File: config.mk
export PLATFORM = sky130hd
export DESIGN_NAME = alu_scheduler_flat
export DESIGN_NICKNAME = d
export VERILOG_FILES = /design/src/rtl/alu_scheduler_pkg.sv /design/src/rtl/alu_scheduler_if.sv /design/src/rtl/alu_scheduler_alu.sv /design/src/rtl/alu_scheduler.sv /design/src/flat_wrapper.sv
export SDC_FILE = /design/constraint.sdc
export NUM_CORES = 1
export LEC_CHECK = 0
export BUFFER_PORTS_ARGS = -buffer_cell sky130_fd_sc_hd__buf_2
export CELL_PAD_IN_SITES_DETAIL_PLACEMENT = 0
export CELL_PAD_IN_SITES_GLOBAL_PLACEMENT = 1
export CORE_MARGIN = 10
export CORE_UTILIZATION = 43
export CTS_BUF_LIST = sky130_fd_sc_hd__clkbuf_8
export CTS_CLUSTER_DIAMETER = 120
export DETAILED_ROUTE_END_ITERATION = 16
export GPL_TIMING_DRIVEN = 0
export PLACE_DENSITY = 0.82
export SLEW_MARGIN = 20
export SYNTH_ARGS = -nofsm -noshare
export SYNTH_HDL_FRONTEND = slang
export SYNTH_HIERARCHICAL = 1
export SYNTH_SLANG_ARGS = --single-unit
File: constraint.sdc
create_clock -name clk -period 5 [get_ports clk]
set_clock_uncertainty 0.2 [all_clocks]
set_input_delay 0.5 -clock clk [delete_from_list [all_inputs] [get_ports clk]]
set_output_delay 0.5 -clock clk [all_outputs]
set_load 0.01 [all_outputs]
File: src/rtl/alu_scheduler_pkg.sv
// Shared definitions for the ALU scheduler: func3 codes, FSM encoding and
// the round-robin pick helper.
package alu_scheduler_pkg;

  localparam logic [2:0] FUNC_ADD_SUB = 3'b000;
  localparam logic [2:0] FUNC_SLL     = 3'b001;
  localparam logic [2:0] FUNC_SLT     = 3'b010;
  localparam logic [2:0] FUNC_SLTU    = 3'b011;
  localparam logic [2:0] FUNC_XOR     = 3'b100;
  localparam logic [2:0] FUNC_SRL_SRA = 3'b101;
  localparam logic [2:0] FUNC_OR      = 3'b110;
  localparam logic [2:0] FUNC_AND     = 3'b111;

  localparam int MAX_REQ = 8;

  typedef enum logic [1:0] {
    IDLE = 2'd0,
    EXEC = 2'd1,
    RESP = 2'd2
  } state_t;

  // First set bit of valid, scanning ptr, ptr+1, ... modulo num_req.
  function automatic logic [2:0] rr_pick(input logic [MAX_REQ-1:0] valid,
                                         input logic [2:0] ptr,
                                         input int num_req);
    logic [2:0] pick;
    logic       found;
    logic [2:0] idx;
    pick  = 3'd0;
    found = 1'b0;
    for (int k = 0; k < MAX_REQ; k++) begin
      idx = 3'((int'(ptr) + k) % num_req);
      if (!found && (k < num_req) && valid[idx]) begin
        pick  = idx;
        found = 1'b1;
      end
    end
    return pick;
  endfunction

endpackage

File: src/rtl/alu_scheduler_if.sv
// Requester-side bus of the ALU scheduler: per-requester operation request
// channel and one-hot registered response channel.
interface alu_scheduler_if #(
  parameter int SIZE    = 32,
  parameter int NUM_REQ = 3
);
  logic [NUM_REQ-1:0]      req_valid;
  logic [NUM_REQ-1:0]      req_ready;
  logic [3*NUM_REQ-1:0]    req_func;
  logic [NUM_REQ-1:0]      req_f7;
  logic [SIZE*NUM_REQ-1:0] req_a;
  logic [SIZE*NUM_REQ-1:0] req_b;
  logic [NUM_REQ-1:0]      resp_valid;
  logic [NUM_REQ-1:0]      resp_ready;
  logic [SIZE-1:0]         resp_data;

  modport master (
    output req_valid, req_func, req_f7, req_a, req_b, resp_ready,
    input  req_ready, resp_valid, resp_data
  );

  modport slave (
    input  req_valid, req_func, req_f7, req_a, req_b, resp_ready,
    output req_ready, resp_valid, resp_data
  );
endinterface

File: src/rtl/alu_scheduler_alu.sv
// Combinational RV32-style integer ALU selected by func3 and funct7 bit 5.
module alu_scheduler_alu
  import alu_scheduler_pkg::*;
#(
  parameter int SIZE = 32
) (
  input  logic [2:0]      func,
  input  logic            f7,
  input  logic [SIZE-1:0] a,
  input  logic [SIZE-1:0] b,
  output logic [SIZE-1:0] result
);

  logic [4:0] shamt_s;

  // Operation decode; shift amount is always the low five bits of b.
  always_comb begin
    shamt_s = b[4:0];
    case (func)
      FUNC_ADD_SUB: result = f7 ? (a - b) : (a + b);
      FUNC_SLL:     result = a << shamt_s;
      FUNC_SLT:     result = {{(SIZE-1){1'b0}}, ($signed(a) < $signed(b))};
      FUNC_SLTU:    result = {{(SIZE-1){1'b0}}, (a < b)};
      FUNC_XOR:     result = a ^ b;
      FUNC_SRL_SRA: result = f7 ? $unsigned($signed(a) >>> shamt_s) : (a >> shamt_s);
      FUNC_OR:      result = a | b;
      FUNC_AND:     result = a & b;
      default:      result = {SIZE{1'b0}};
    endcase
  end

endmodule

File: src/rtl/alu_scheduler.sv
// Round-robin scheduler sharing one ALU between NUM_REQ requesters with a
// valid/ready request channel and a registered one-hot response channel.
module alu_scheduler
  import alu_scheduler_pkg::*;
#(
  parameter int SIZE    = 32,
  parameter int NUM_REQ = 3
) (
  input  logic               clk,
  input  logic               rst,
  alu_scheduler_if.slave     bus,
  output logic               busy
);

  state_t              state_r, state_nxt_s;
  logic [2:0]          rr_ptr_r, grant_r, pick_s;
  logic [2:0]          func_r, sel_func_s;
  logic                f7_r, sel_f7_s;
  logic [SIZE-1:0]     a_r, b_r, sel_a_s, sel_b_s;
  logic [SIZE-1:0]     resp_data_r, alu_result_s;
  logic [NUM_REQ-1:0]  resp_valid_r, ready_s, grant_oh_s;
  logic [MAX_REQ-1:0]  valid_ext_s;
  logic                accept_s, resp_ack_s;

  // Round-robin pick and operand selection for the candidate requester.
  always_comb begin
    valid_ext_s              = {MAX_REQ{1'b0}};
    valid_ext_s[NUM_REQ-1:0] = bus.req_valid;
    pick_s     = rr_pick(valid_ext_s, rr_ptr_r, NUM_REQ);
    sel_func_s = 3'd0;
    sel_f7_s   = 1'b0;
    sel_a_s    = {SIZE{1'b0}};
    sel_b_s    = {SIZE{1'b0}};
    for (int i = 0; i < NUM_REQ; i++) begin
      sel_func_s = sel_func_s | (bus.req_func[3*i +: 3] & {3{pick_s == 3'(i)}});
      sel_f7_s   = sel_f7_s | (bus.req_f7[i] & (pick_s == 3'(i)));
      sel_a_s    = sel_a_s | (bus.req_a[SIZE*i +: SIZE] & {SIZE{pick_s == 3'(i)}});
      sel_b_s    = sel_b_s | (bus.req_b[SIZE*i +: SIZE] & {SIZE{pick_s == 3'(i)}});
      grant_oh_s[i] = (grant_r == 3'(i));
    end
    resp_ack_s = |(bus.resp_ready & grant_oh_s);
  end

  // Next-state logic and combinational grant.
  always_comb begin
    state_nxt_s = state_r;
    accept_s    = 1'b0;
    case (state_r)
      IDLE: begin
        if (|bus.req_valid) begin
          accept_s    = 1'b1;
          state_nxt_s = EXEC;
        end else begin
          state_nxt_s = IDLE;
        end
      end
      EXEC: state_nxt_s = RESP;
      RESP: begin
        if (resp_ack_s) begin
          state_nxt_s = IDLE;
        end else begin
          state_nxt_s = RESP;
        end
      end
      default: state_nxt_s = IDLE;
    endcase
    for (int i = 0; i < NUM_REQ; i++) begin
      ready_s[i] = accept_s && (pick_s == 3'(i));
    end
  end

  alu_scheduler_alu #(.SIZE(SIZE)) u_alu (
    .func   (func_r),
    .f7     (f7_r),
    .a      (a_r),
    .b      (b_r),
    .result (alu_result_s)
  );

  // State, operand latch and response registers.
  always_ff @(posedge clk) begin
    if (rst) begin
      state_r      <= IDLE;
      rr_ptr_r     <= 3'd0;
      grant_r      <= 3'd0;
      func_r       <= 3'd0;
      f7_r         <= 1'b0;
      a_r          <= {SIZE{1'b0}};
      b_r          <= {SIZE{1'b0}};
      resp_valid_r <= {NUM_REQ{1'b0}};
      resp_data_r  <= {SIZE{1'b0}};
    end else begin
      state_r <= state_nxt_s;
      if (accept_s) begin
        grant_r  <= pick_s;
        rr_ptr_r <= (pick_s == 3'(NUM_REQ - 1)) ? 3'd0 : (pick_s + 3'd1);
        func_r   <= sel_func_s;
        f7_r     <= sel_f7_s;
        a_r      <= sel_a_s;
        b_r      <= sel_b_s;
      end
      if (state_r == EXEC) begin
        resp_data_r  <= alu_result_s;
        resp_valid_r <= grant_oh_s;
      end else if ((state_r == RESP) && resp_ack_s) begin
        resp_valid_r <= {NUM_REQ{1'b0}};
      end
    end
  end

  assign bus.req_ready  = ready_s;
  assign bus.resp_valid = resp_valid_r;
  assign bus.resp_data  = resp_data_r;
  assign busy           = (state_r != IDLE);

endmodule

File: src/flat_wrapper.sv
// flat-port wrapper written by rule: the top's interface ports become plain ports
module alu_scheduler_flat import alu_scheduler_pkg::*;
#(
  parameter int SIZE    = 32,
  parameter int NUM_REQ = 3
)
  (clk, rst, busy, bus_req_valid, bus_req_func, bus_req_f7, bus_req_a, bus_req_b, bus_resp_ready, bus_req_ready, bus_resp_valid, bus_resp_data);
  alu_scheduler_if #(.SIZE(SIZE), .NUM_REQ(NUM_REQ)) bus_i ();
  input  logic clk;
  input  logic rst;
  output logic busy;
  input wire logic [$bits(bus_i.req_valid)-1:0] bus_req_valid;
  input wire logic [$bits(bus_i.req_func)-1:0] bus_req_func;
  input wire logic [$bits(bus_i.req_f7)-1:0] bus_req_f7;
  input wire logic [$bits(bus_i.req_a)-1:0] bus_req_a;
  input wire logic [$bits(bus_i.req_b)-1:0] bus_req_b;
  input wire logic [$bits(bus_i.resp_ready)-1:0] bus_resp_ready;
  output wire logic [$bits(bus_i.req_ready)-1:0] bus_req_ready;
  output wire logic [$bits(bus_i.resp_valid)-1:0] bus_resp_valid;
  output wire logic [$bits(bus_i.resp_data)-1:0] bus_resp_data;
  assign bus_i.req_valid = bus_req_valid;
  assign bus_i.req_func = bus_req_func;
  assign bus_i.req_f7 = bus_req_f7;
  assign bus_i.req_a = bus_req_a;
  assign bus_i.req_b = bus_req_b;
  assign bus_i.resp_ready = bus_resp_ready;
  assign bus_req_ready = bus_i.req_ready;
  assign bus_resp_valid = bus_i.resp_valid;
  assign bus_resp_data = bus_i.resp_data;
  alu_scheduler #(.SIZE(SIZE), .NUM_REQ(NUM_REQ)) u_core (.clk(clk), .rst(rst), .bus(bus_i), .busy(busy));
endmodule
======== After elaboration in Yosys (flattened, before gate mapping) ========
Index checks and enable logic that the tools add are counted.
Widths: inputs -> output; s select.
word-level totals
  bits in registers ....................... 111
  bits of input ports ..................... 212
  output and inout bits ................... 39
  word-level logic and storage cells ...... 100
operators by class
  add/subtract/negate cells ............... 5
  divide/modulo/power cells ............... 3
  magnitude comparators ................... 5
  equal/unequal tests ..................... 13
  shifts and indexed selects .............. 3
  muxes and demuxes ....................... 22
  bitwise logic cells ..................... 24
  reduce and logical (&&, ||, !) cells .... 16
operators with widths
  kind                   count
  $pmux 32 s8            1
  $and 32x32->32         7
  $or 32x32->32          5
  $lt 32x32->1           2
  $mod 32x3->32 const B  2
  $mux 32                2
  $add 32x32->32         1
  $mod 4x3->32 const B   1
  $shl 32x5->32          1
  $shr 32x5->32          1
  $sshr 32x5->32         1
  $sub 32x32->32         1
  $xor 32x32->32         1
  $mux 3                 6
  $and 3x3->3            4
  $eq 3x2->1 const B     4
  $eq 3x3->1 const B     4
  $lt 3x4->1 const B     3
  $bmux 1 s3             3
  $eq 3x1->1 const B     3
  $logic_not 3->1        3
  $mux 1                 8
  $logic_and 1x1->1      6
  $or 3x3->3             2
  other kinds (13)       19

======== Logic depth before layout (Yosys ltp) ========
Gate-level depths: netlist of the first run.
  word-level depth ........................ 14
  depth in mapped cells ................... 18
  gate-level depth less buffers ........... 15

======== By module ========
The synthesis of the first run kept the hierarchy.
modules (own cells, without submodules)
  module             times used  cells an instance  area each (um^2)  seq. area each (um^2)
  alu_scheduler_alu  1           1,285              8,703.3           0.0
  alu_scheduler      1           756                5,844.4           2,222.1

======== Worst setup path after synthesis of the first run ========
No wires, ideal clock.
  path kind ............................... flip-flop to output port
  start ................................... register u_core.rr_ptr_r[0]
  end ..................................... output port bus_req_ready[0]
  arrival time ............................ 3.577 ns
  data required time ...................... 4.300 ns
  setup slack ............................. 0.723 ns
  stages on the path, launching flop included .. 19
  buffers on the path ..................... 4
  cell sequence ........................... dfxtp_1 buf_2 clkinv_1 ha_1 ha_1 inv_1 ha_1 inv_1 a2111oi_4 a211oi_2 nor4_1 o21bai_1 a21oi_1 and2_1 buf_2 buf_4 buf_2 nand3_1 inv_1
between the ends
  cells in the longest elaborated chain, start to end .. 12
  elaborated cells on any way between the ends .. 22
  classes of those cells .................. add/sub (2); div (3); mux (11); reduce/logical (6)
ends and longest elaborated chain
  element                                                RTL line                 source
  start, declared                                        alu_scheduler.sv:16      logic [2:0] rr_ptr_r, grant_r, pick_s;
  start signal, assigned                                 alu_scheduler.sv:96      rr_ptr_r <= (pick_s == 3'(NUM_REQ - 1)) ? 3'd0 : (pick_s + 3'd1);
  branches (longest 9 deep; another with $mod 32x3->32)  -
  $mux 3 (*)                                             alu_scheduler_pkg.sv:33  if (!found && (k < num_req) && valid[idx]) begin
  $logic_not 3->1 (*)                                    alu_scheduler.sv:68      ready_s[i] = accept_s && (pick_s == 3'(i));
  $logic_and 1x1->1 (*)                                  alu_scheduler.sv:68
  end, declared                                          flat_wrapper.sv:18       output wire logic [$bits(bus_i.req_ready)-1:0] bus_req_ready;
Every way passes the cells marked *. The select of a mux whose other input is x is not followed.

======== Worst setup path after layout of the first run ========
  start ................................... register u_core.b_r[3]
  end ..................................... register u_core.resp_data_r[22], in the netlist u_core/bus.resp_data[22]
between the ends
  cells in the longest elaborated chain, start to end .. 3
  elaborated cells on any way between the ends .. 8
  classes of those cells .................. add/sub (2); shift (3); mux (3)
ends and longest elaborated chain
  element                                 RTL line                                          source
  start, declared                         alu_scheduler.sv:19                               logic [SIZE-1:0] a_r, b_r, sel_a_s, sel_b_s;
  start signal, assigned                  alu_scheduler.sv:89                               b_r <= {SIZE{1'b0}};
  start signal, assigned                  alu_scheduler.sv:100                              b_r <= sel_b_s;
  $add 32x32->32 (tied with other cells)  alu_scheduler_alu.sv:20                           FUNC_ADD_SUB: result = f7 ? (a - b) : (a + b);
  $mux 32 (on tied branches)              alu_scheduler_alu.sv:20, alu_scheduler_alu.sv:25
  $pmux 32 s8 (*)                         alu_scheduler_alu.sv:19                           case (func)
  via u_core.alu_result_s[22]             alu_scheduler.sv:20                               logic [SIZE-1:0] resp_data_r, alu_result_s;
  end signal, assigned                    alu_scheduler.sv:91                               resp_data_r <= {SIZE{1'b0}};
  end signal, assigned                    alu_scheduler.sv:103                              resp_data_r <= alu_result_s;
  end, declared                           alu_scheduler.sv:20
Mark *: on every way through the listed nets, which the timed path passes. The rest lies on a longest branch.
A chain may end at the register's enable or synchronous reset.

==> results of run 1 <==
[registers in the layout, summed over array words and instances (netlist names)]
register / flops
u_core/a_r: 32
u_core/b_r: 32
u_core/bus.resp_data: 32
u_core/bus.resp_valid: 3
u_core/func_r: 3
u_core/grant_r: 3
u_core/rr_ptr_r: 3
u_core/state_r: 2
u_core/f7_r: 1
[metal layers]
metal / global-route usage, % / wire (um) / vias up
met2: 55.8 / 34400 / 1268
li1: - / - / 7942
met3: 11.7 / 9490 / 267
met4: 20.0 / 4540 / 0
met1: 44.5 / 30600 / 8585
met5: 0 / 0 / -
[layout make-up]
cell class / instances / area [sq um]
antenna: 3 / 7.51
timing repair buffer: 256 / 1300
buffer: 166 / 832
tap: 448 / 561
fill: 3514 / 16600
sequential: 111 / 2230
inverter: 123 / 467
clock inverter: 7 / 96.3
multi-input combinational: 1639 / 11200
clock buffer: 9 / 124
[worst register-to-register path: stages (launching register included)]
cell and delay (ns):
dfxtp_1 0.50, clkbuf_1 0.45, inv_1 0.26, clkbuf_1 0.42
ha_1 0.46, buf_6 0.13, nor2_1 0.06, o21ai_0 0.22
a211oi_1 0.20, nor4_2 0.57, nor4b_1 0.12, o31ai_1 0.23
o31ai_1 0.14, xnor2_1 0.20, o21ai_1 0.44, nand2_1 0.12
a21oi_1 0.14
[Yosys cell counts, types with 9 or more instances]
cell        n
a211o_1    12
a211oi_1   33
a21o_1     15
a21oi_1   222
a221oi_1   12
a22oi_1    15
a31oi_1    81
and2_1     11
buf_1      16
buf_2      26
buf_4      22
clkbuf_1   96
dfxtp_1   111
ha_1      114
inv_1     118
mux2i_1    72
mux4_2     33
nand2_1   241
nand2b_1   11
nand3_1   103
nand3b_1    9
nor2_1    160
nor2b_1    13
nor3_1     28
o211ai_1   22
o21a_1     10
o21ai_0   130
o21bai_1   81
o221ai_1   12
or3_1       9
xnor2_1    29
[cell families (layout without fill, tap and decap cells)]
kind of cell    after synthesis  after routing  synth area share, %
compound gates              746            746                 33.5
simple gates                629            629                 19.5
buf+inv                     291            561                 8.71
fa+ha+maj                   117            117                 10.2
mux                         111            111                 10.5
flops                       111            111                 15.3
xor+xnor                     36             36                 2.22
other cells                   0              3                    0
[cell usage in the layout (no fill, tap or decap), types with 11 or more instances in the layout]
cell and instances:
clkbuf_1 96, nand2_1 240, nand2b_1 11, a31oi_1 80, buf_4 26, o221ai_1 12
nor2_1 160, inv_1 119, mux2i_1 71, mux4_2 33, a21oi_1 222, a211o_1 12
buf_2 272, o211ai_1 22, o21ai_0 129, xnor2_1 28, a22oi_1 15, nand3_1 102
ha_1 109, buf_1 15, o21bai_1 81, nor3_1 26, a21o_1 15, a211oi_1 33
dfxtp_1 108, a221oi_1 12, nor2b_1 13
[through the flow]
step	utilization, %	TNS, ns	std cells
CTS	49.9	0	2756
global placement	48.9	-0.252	2738
finish	50.3	0	2762
global route	50.3	-0.0664	2759
detailed placement	48.9	-0.605	2739
floorplan	-	0	2041
[timing repair]
item	in CTS	in global routing
setup buffers	3	3
pin swaps	2	5
gates resized for setup	19	22
endpoints found under the setup margin	9	4
[path summary, 6_finish.rpt]
check / from / end / slack (ns) / cells past startpoint
max: u_core/b_r[3]$_SDFFE_PP0P_ / u_core/bus.resp_data[22]$_SDFFE_PP0P_ / 0.08 / 16
max reg2reg: u_core/b_r[3]$_SDFFE_PP0P_ / u_core/bus.resp_data[22]$_SDFFE_PP0P_ / 0.08 / 16
min: bus_req_b[69] / u_core/b_r[5]$_SDFFE_PP0P_ / 0.05 / 3
min reg2reg: u_core/bus.resp_data[19]$_SDFFE_PP0P_ / u_core/bus.resp_data[19]$_SDFFE_PP0P_ / 0.26 / 2
[power by group]
part	switching (uW)	internal [uW]
clock network	372	283
logic	7710	3780
registers	666	1200
total	8750	5260
==> impl_summary.md, run 1 <==
Placed design
Summing all placed instances gives a cell area of 16400 sq um. The placer's final routability congestion estimate is 1.12. OpenSTA, run right after detailed placement, puts the worst setup slack at -0.258 ns. The count of buffers added on input and output ports is 249.

The HPWL after detailed placement is 63300 um.

Worst setup path
The worst setup path is launched from a register. Data on the critical path arrives at its endpoint at 5.11 ns. The critical path is of the reg -> reg type. Broken down by cell family, the worst path's largest delay share belongs to compound AO/OA/AOI/OAI gates. Data on the critical path is required at its endpoint by 5.19 ns. The standard cell with the maximum stage delay on the critical path is nor4_2.

Along the worst path, the maximum fanout reaches 11. The worst setup path is captured at a register. The signal on the critical path passes through clkbuf_1, inv_1, clkbuf_1, ha_1, buf_6, nor2_1, o21ai_0, a211oi_1, nor4_2, nor4b_1, o31ai_1, o31ai_1, xnor2_1, o21ai_1, nand2_1, a21oi_1. On the worst path, the slowest cell contributes a delay of 0.57 ns. The buffer and inverter count on the worst path is 4.

Route
The final route contains 18100 vias. After detailed routing, the number of remaining DRC violations is 0. The number of optimization iterations in the first detailed-route pass is 6. After detailed routing, the average wire length per cell comes to 28.6 um. The number of nets with antenna violations after detailed routing is 0.

The routed via count divided by cell count is 6.54. The routed wire length is 79000 um. The iteration-0 DRC count of the detailed router is 2346.

Synthesis
The Yosys step of the flow raised 6 warnings. The share of synthesized area in the top cell type comes to 15.3%. For this run, the leading register cell type out of synthesis is dfxtp_1. The synthesized flop and latch total is 111.

The cell area that synthesis handed to floorplanning was 14500 sq um. The net count of the mapped netlist is 2370. The count of flip-flops with a built-in enable after synthesis is 0. The part of the Yosys area used for sequential elements is 15.3%. The average footprint of a synthesized cell is 7.13 sq um. The biggest area contributor in the post-synthesis netlist is dfxtp_1. The number of standard cells after synthesis is 2041. Synthesis instantiated 95 different standard cells from the library. In the post-synthesis netlist, the biggest area contributors are dfxtp_1 15%, ha_1 9.8%, a21oi_1 7.6%, nand2_1 6.2%, mux4_2 5.1%. For this run, asynchronously set or reset flops after synthesis account for 0%.

Floorplan
For this configuration, the core starts out at a cell density of 43.5%. The die covers 41600 sq um. The die is 204 um wide. The count of standard-cell rows is 67. The number of ports placed on the die boundary is 251. In this run the standard cell core region covers 33400 sq um. From bottom edge to top edge, the die measures 204 um.

Timing
For the pin with the worst max-slew slack, the measured transition is 1.25 ns. The number of max-slew violations in the final report was 0. The final worst slack is 0.0813 ns. Setup repair after global routing could not meet its margin everywhere. The total of endpoints with negative setup slack in the final report is 0. Headroom to the max-slew limit came out at 17.0%. The time the final worst path needs with I/O delays and setup is 4.92 ns. The final hold violation count is 0. The maximum achievable frequency is 0.203 GHz.

The post-route fraction of the period consumed by the critical path is 98.4%. The tightest hold path in the finished design has a slack of 0.0523 ns.

Clock tree
The longest clock path from root to sink contains 2 buffers. The clock-pin transition on the worst setup and hold timing paths is 0.15 ns. The insertion delay to the later sink of the worst-skew pair is 0.48 ns.

The total number of clock tree sinks is 111. The buffer cell driving the clock tree root is clkbuf_8. CTS built an H-tree with a depth of 3. TritonCTS built the clock tree. Buffers inserted to repair hold after CTS numbered 0. The number of buffers inserted during clock tree synthesis is 9.

GRT
The largest net degree at the start of global routing is 21. The via count of the first global-routing pass is 17300. The global-route congestion overflow total is 0.

The combined global-route utilization of all metal layers is 36.4%. The global-route wire length before repair is 113000 um. The initial antenna violation count is 1.

Pwr
For this design the static power due to leakage is 0.00695 uW. Across the VDD grid, the largest voltage drop is 0.000388 V. For this design the ratio of total power to cell area is 833 nW/um^2.

The completed layout was analyzed and its total power is 14000 uW.

Final layout
The synthesis-to-finish area growth is 15.6%. Of the cells placed in the final design, the portion with a size suffix greater than 1 is 19.0%. In the final design database the tool counted 2635 nets. After routing the design area is 16800 sq um.

Status
The flow ran to the end, and the final reports show no timing, DRC or antenna violations.

Job
Max-cap violations in this run came to 0.

Worst hold path
The min-delay analysis places its worst path in the category in -> reg.
(Power assumes the default switching activity.)
==> inputs of run 2 (changes only) <==
--- a/config.mk
+++ b/config.mk
@@ -14,6 +14,7 @@
 export CTS_CLUSTER_DIAMETER = 120
 export DETAILED_ROUTE_END_ITERATION = 16
 export GPL_TIMING_DRIVEN = 0
+export MAX_ROUTING_LAYER = met4
 export PLACE_DENSITY = 0.82
 export SLEW_MARGIN = 20
 export SYNTH_ARGS = -nofsm -noshare
==> run 2 against run 1 <==
Maximum frequency rose by 1.0%. Combinational power barely moved. Routed wire length fell by 2.1%. Setup slack improved by 0.049 ns. Flip-flop and latch count did not move. Clock power fell by 14%. Cell area fell by 0.57%. Non-clock buffer count rose by 1. Critical endpoint is now u_core/bus.resp_data[21]$_SDFFE_PP0P_. Largest cell class unchanged. Highest routed layer unchanged.
==> impl_summary.md, run 2 (same netlist as run 1, synthesis figures left out) <==
Final layout
The net count of the finished layout is 2636. The library cell used most frequently in the layout, excluding fill and tap cells, is buf_2. The top cell types in the final layout, fill and taps aside, are 272 x buf_2, 240 x nand2_1, 222 x a21oi_1, 160 x nor2_1, 130 x o21ai_0. The layout filler cell count is 3413.

The synthesis-to-finish area growth is 14.9%. The total non-filler cell area in the finished layout is 16700 sq um. The fraction of layout instances using a drive strength above 1 is 18.9%. Registers take 2230 sq um. The number of cells in the finished layout apart from fillers is 2762. The area of combinational cells with multiple inputs is 11100 sq um.

Clock tree
The total of hold buffers inserted after clock tree synthesis is 0. At the later pin of the worst-skew pair, clock insertion delay measures 0.48 ns. The TritonCTS clock tree is built. The clock tree synthesis step divided the H-tree into 3 levels.

The number of buffers on the longest clock path is 2. The buffer cell driving the clock tree root is clkbuf_8. The total number of clock tree sinks is 111. The number of buffers inserted during clock tree synthesis is 9. Clock-pin slew was measured on the worst setup and hold paths at 0.14 ns.

GRT
The global routing stage identified its most utilized layer as met2. The largest net degree at the start of global routing is 21. The global-route track usage on met1 is 44.6%.

The global-route wire length before repair is 111000 um. The via count of the first global-routing pass was 17100. The initial antenna violation count is 1. The global-route congestion overflow total is 0. Global routing used 36.6% of the available tracks across all layers. The global-route track usage on met3 is 7.86%. Global routing consumed, on the met2 layer, 55.8% of the routing resources.

Placed design
Once detailed placement completed, the half-perimeter wirelength came to 63700 um. Routability-driven placement finished with a final weighted congestion of 1.13. The post-detailed-placement cell area is 16400 sq um. The number of input and output port buffers inserted is 249. Counting tap cells, the placed design contains a total of 2740 instances.

Worst setup path
The worst register-to-register path ends at u_core/bus.resp_data[21]$_SDFFE_PP0P_. The capture point of the critical path is u_core/bus.resp_data[21]$_SDFFE_PP0P_. The most critical setup path has its startpoint at u_core/b_r[3]$_SDFFE_PP0P_. Data arrives at the worst endpoint at 5.06 ns. The startpoint of the lowest-slack register-to-register path is u_core/b_r[3]$_SDFFE_PP0P_.

The worst reg-to-reg setup slack is 0.13 ns. The worst setup path is captured at a register. The biggest fanout along the worst timing path is 11.

The cell count of the worst reg-to-reg path is 16. The critical path required time is 5.19 ns. The kind of launch point of the worst setup path is a register.

The critical path in this run is classified as reg -> reg.

Timing
Hold timing on the final database bottoms out at a slack of 0.0698 ns. In this run the tightest slew margin relative to its limit is 21.6%. The final hold violation count was 0.

The post-route fraction of the period consumed by the critical path is 97.4%. For the pin with the worst max-slew slack, the measured transition is 1.18 ns. The number of max-slew violations in the final report is 0.

Derived from the worst setup path, the maximum achievable clock frequency is 0.205 GHz. Setup repair after global routing could not meet its margin everywhere. The time the final worst path needs with I/O delays and setup is 4.87 ns.

Setup violations remaining at the end of the flow were counted as 0.

Job
The number of maximum-capacitance constraint violations is 0.

Route
For this block, the via count after detailed routing is 17800. After detailed routing, the number of remaining DRC violations is 0. The routed wire length is 77300 um. Dividing the detail-routed wire length by the instance count gives 28.0 um. The iteration-0 DRC count of the detailed router is 1904. The number of optimization iterations in the first detailed-route pass is 7.

Using the TritonRoute via totals, the vias-per-cell ratio works out to 6.43. The number of nets with antenna violations after detailed routing is 0.

Floorplan
The count of standard-cell rows is 67. For this design the top-level I/O count stands at 251. The placeable core region is 33400 sq um. The x dimension of the die is 204 um.

The die covers 41600 sq um. The die is 204 um tall. The initial standard-cell utilization of the core is 43.5%.

Pwr
Overall power consumption after layout is estimated at 13700 uW. For this design the static power due to leakage is 0.00693 uW. VDD sags by at most 0.000374 V. The power per standard cell area is 822 nW/um^2.

Worst hold path
The tightest min-delay check is of the in -> reg type.

Status
The run finished with clean final reports.
-- run 2: cell count changes in the layout (fill, tap and decap cells not counted), sizes merged --
cell,change
buf,+2
bufinv,-2
clkinv,+2
clkbuf,-1
diode,-1
-- run 2: worst min-delay path by stage --
stage / startpoint / endpoint / slack [ns] / cells after the start
after detailed placement: u_core/bus.resp_data[17]$_SDFFE_PP0P_ / u_core/bus.resp_data[17]$_SDFFE_PP0P_ / 0.24 / 2
final: bus_req_b[70] / u_core/b_r[6]$_SDFFE_PP0P_ / 0.07 / 3
after global placement: u_core/bus.resp_data[17]$_SDFFE_PP0P_ / u_core/bus.resp_data[17]$_SDFFE_PP0P_ / 0.24 / 2
after global routing: bus_req_b[70] / u_core/b_r[6]$_SDFFE_PP0P_ / 0.07 / 3
after floorplan: u_core/grant_r[0]$_SDFFE_PP0P_ / u_core/grant_r[0]$_SDFFE_PP0P_ / 0.27 / 2
after CTS: bus_req_b[70] / u_core/b_r[6]$_SDFFE_PP0P_ / 0.06 / 3
-- run 2: per-layer routing --
metal / routed length (um) / share of wire (%)
met5: 0 / 0
met2: 33700 / 44
met4: 4670 / 6.0
met3: 7680 / 9.9
met1: 31200 / 40
-- run 2: worst max-delay path: stages (launching register included) --
cell and delay [ns]:
dfxtp_1 0.42, clkbuf_2 0.26, inv_1 0.28, clkbuf_1 0.66
ha_1 0.38, buf_6 0.14, and3_1 0.14, a211o_1 0.34
nand2_1 0.21, a21oi_1 0.13, o31a_1 0.26, o21ai_0 0.19
o31a_1 0.20, xnor2_1 0.23, a2bb2oi_1 0.48, nand2_1 0.12
a21oi_1 0.14
-- run 2: what timing repair did --
action,4_1_cts,5_1_grt
setup buffers,3,3
pin swaps,3,4
resized for setup,15,17
endpoints found under the hold margin,0,0
setup endpoints to repair,5,4
cloned,0,0
-- run 2: metrics by stage --
step	setup TNS, ns	utilization (%)	setup slack, ns
after global placement	-0.0915	48.9	-0.0564
after detailed placement	-0.307	49.0	-0.154
final	0	50.0	0.131
after CTS	0	49.7	0.00915
after global routing	-0.0392	50.0	-0.0236
after floorplan	0	-	0.723
-- run 2: area by class of cell --
class | instances | area share (%)
Timing Repair Buffer | 257 | 7.81
Antenna cell | 2 | 0.0299
Sequential cell | 111 | 13.4
Clock inverter | 7 | 0.299
Multi-Input combinational cell | 1639 | 66.7
Buffer | 166 | 4.94
Inverter | 123 | 2.79
Tap cell | 448 | 3.35
Clock buffer | 9 | 0.741
-- run 2: power by group --
group          leakage (uW)  switching, uW  internal (uW)  total, uW
Clock             0.0000923            380            183        563
Combinational       0.00592           7620           3760      11400
Sequential         0.000918            607           1200       1800
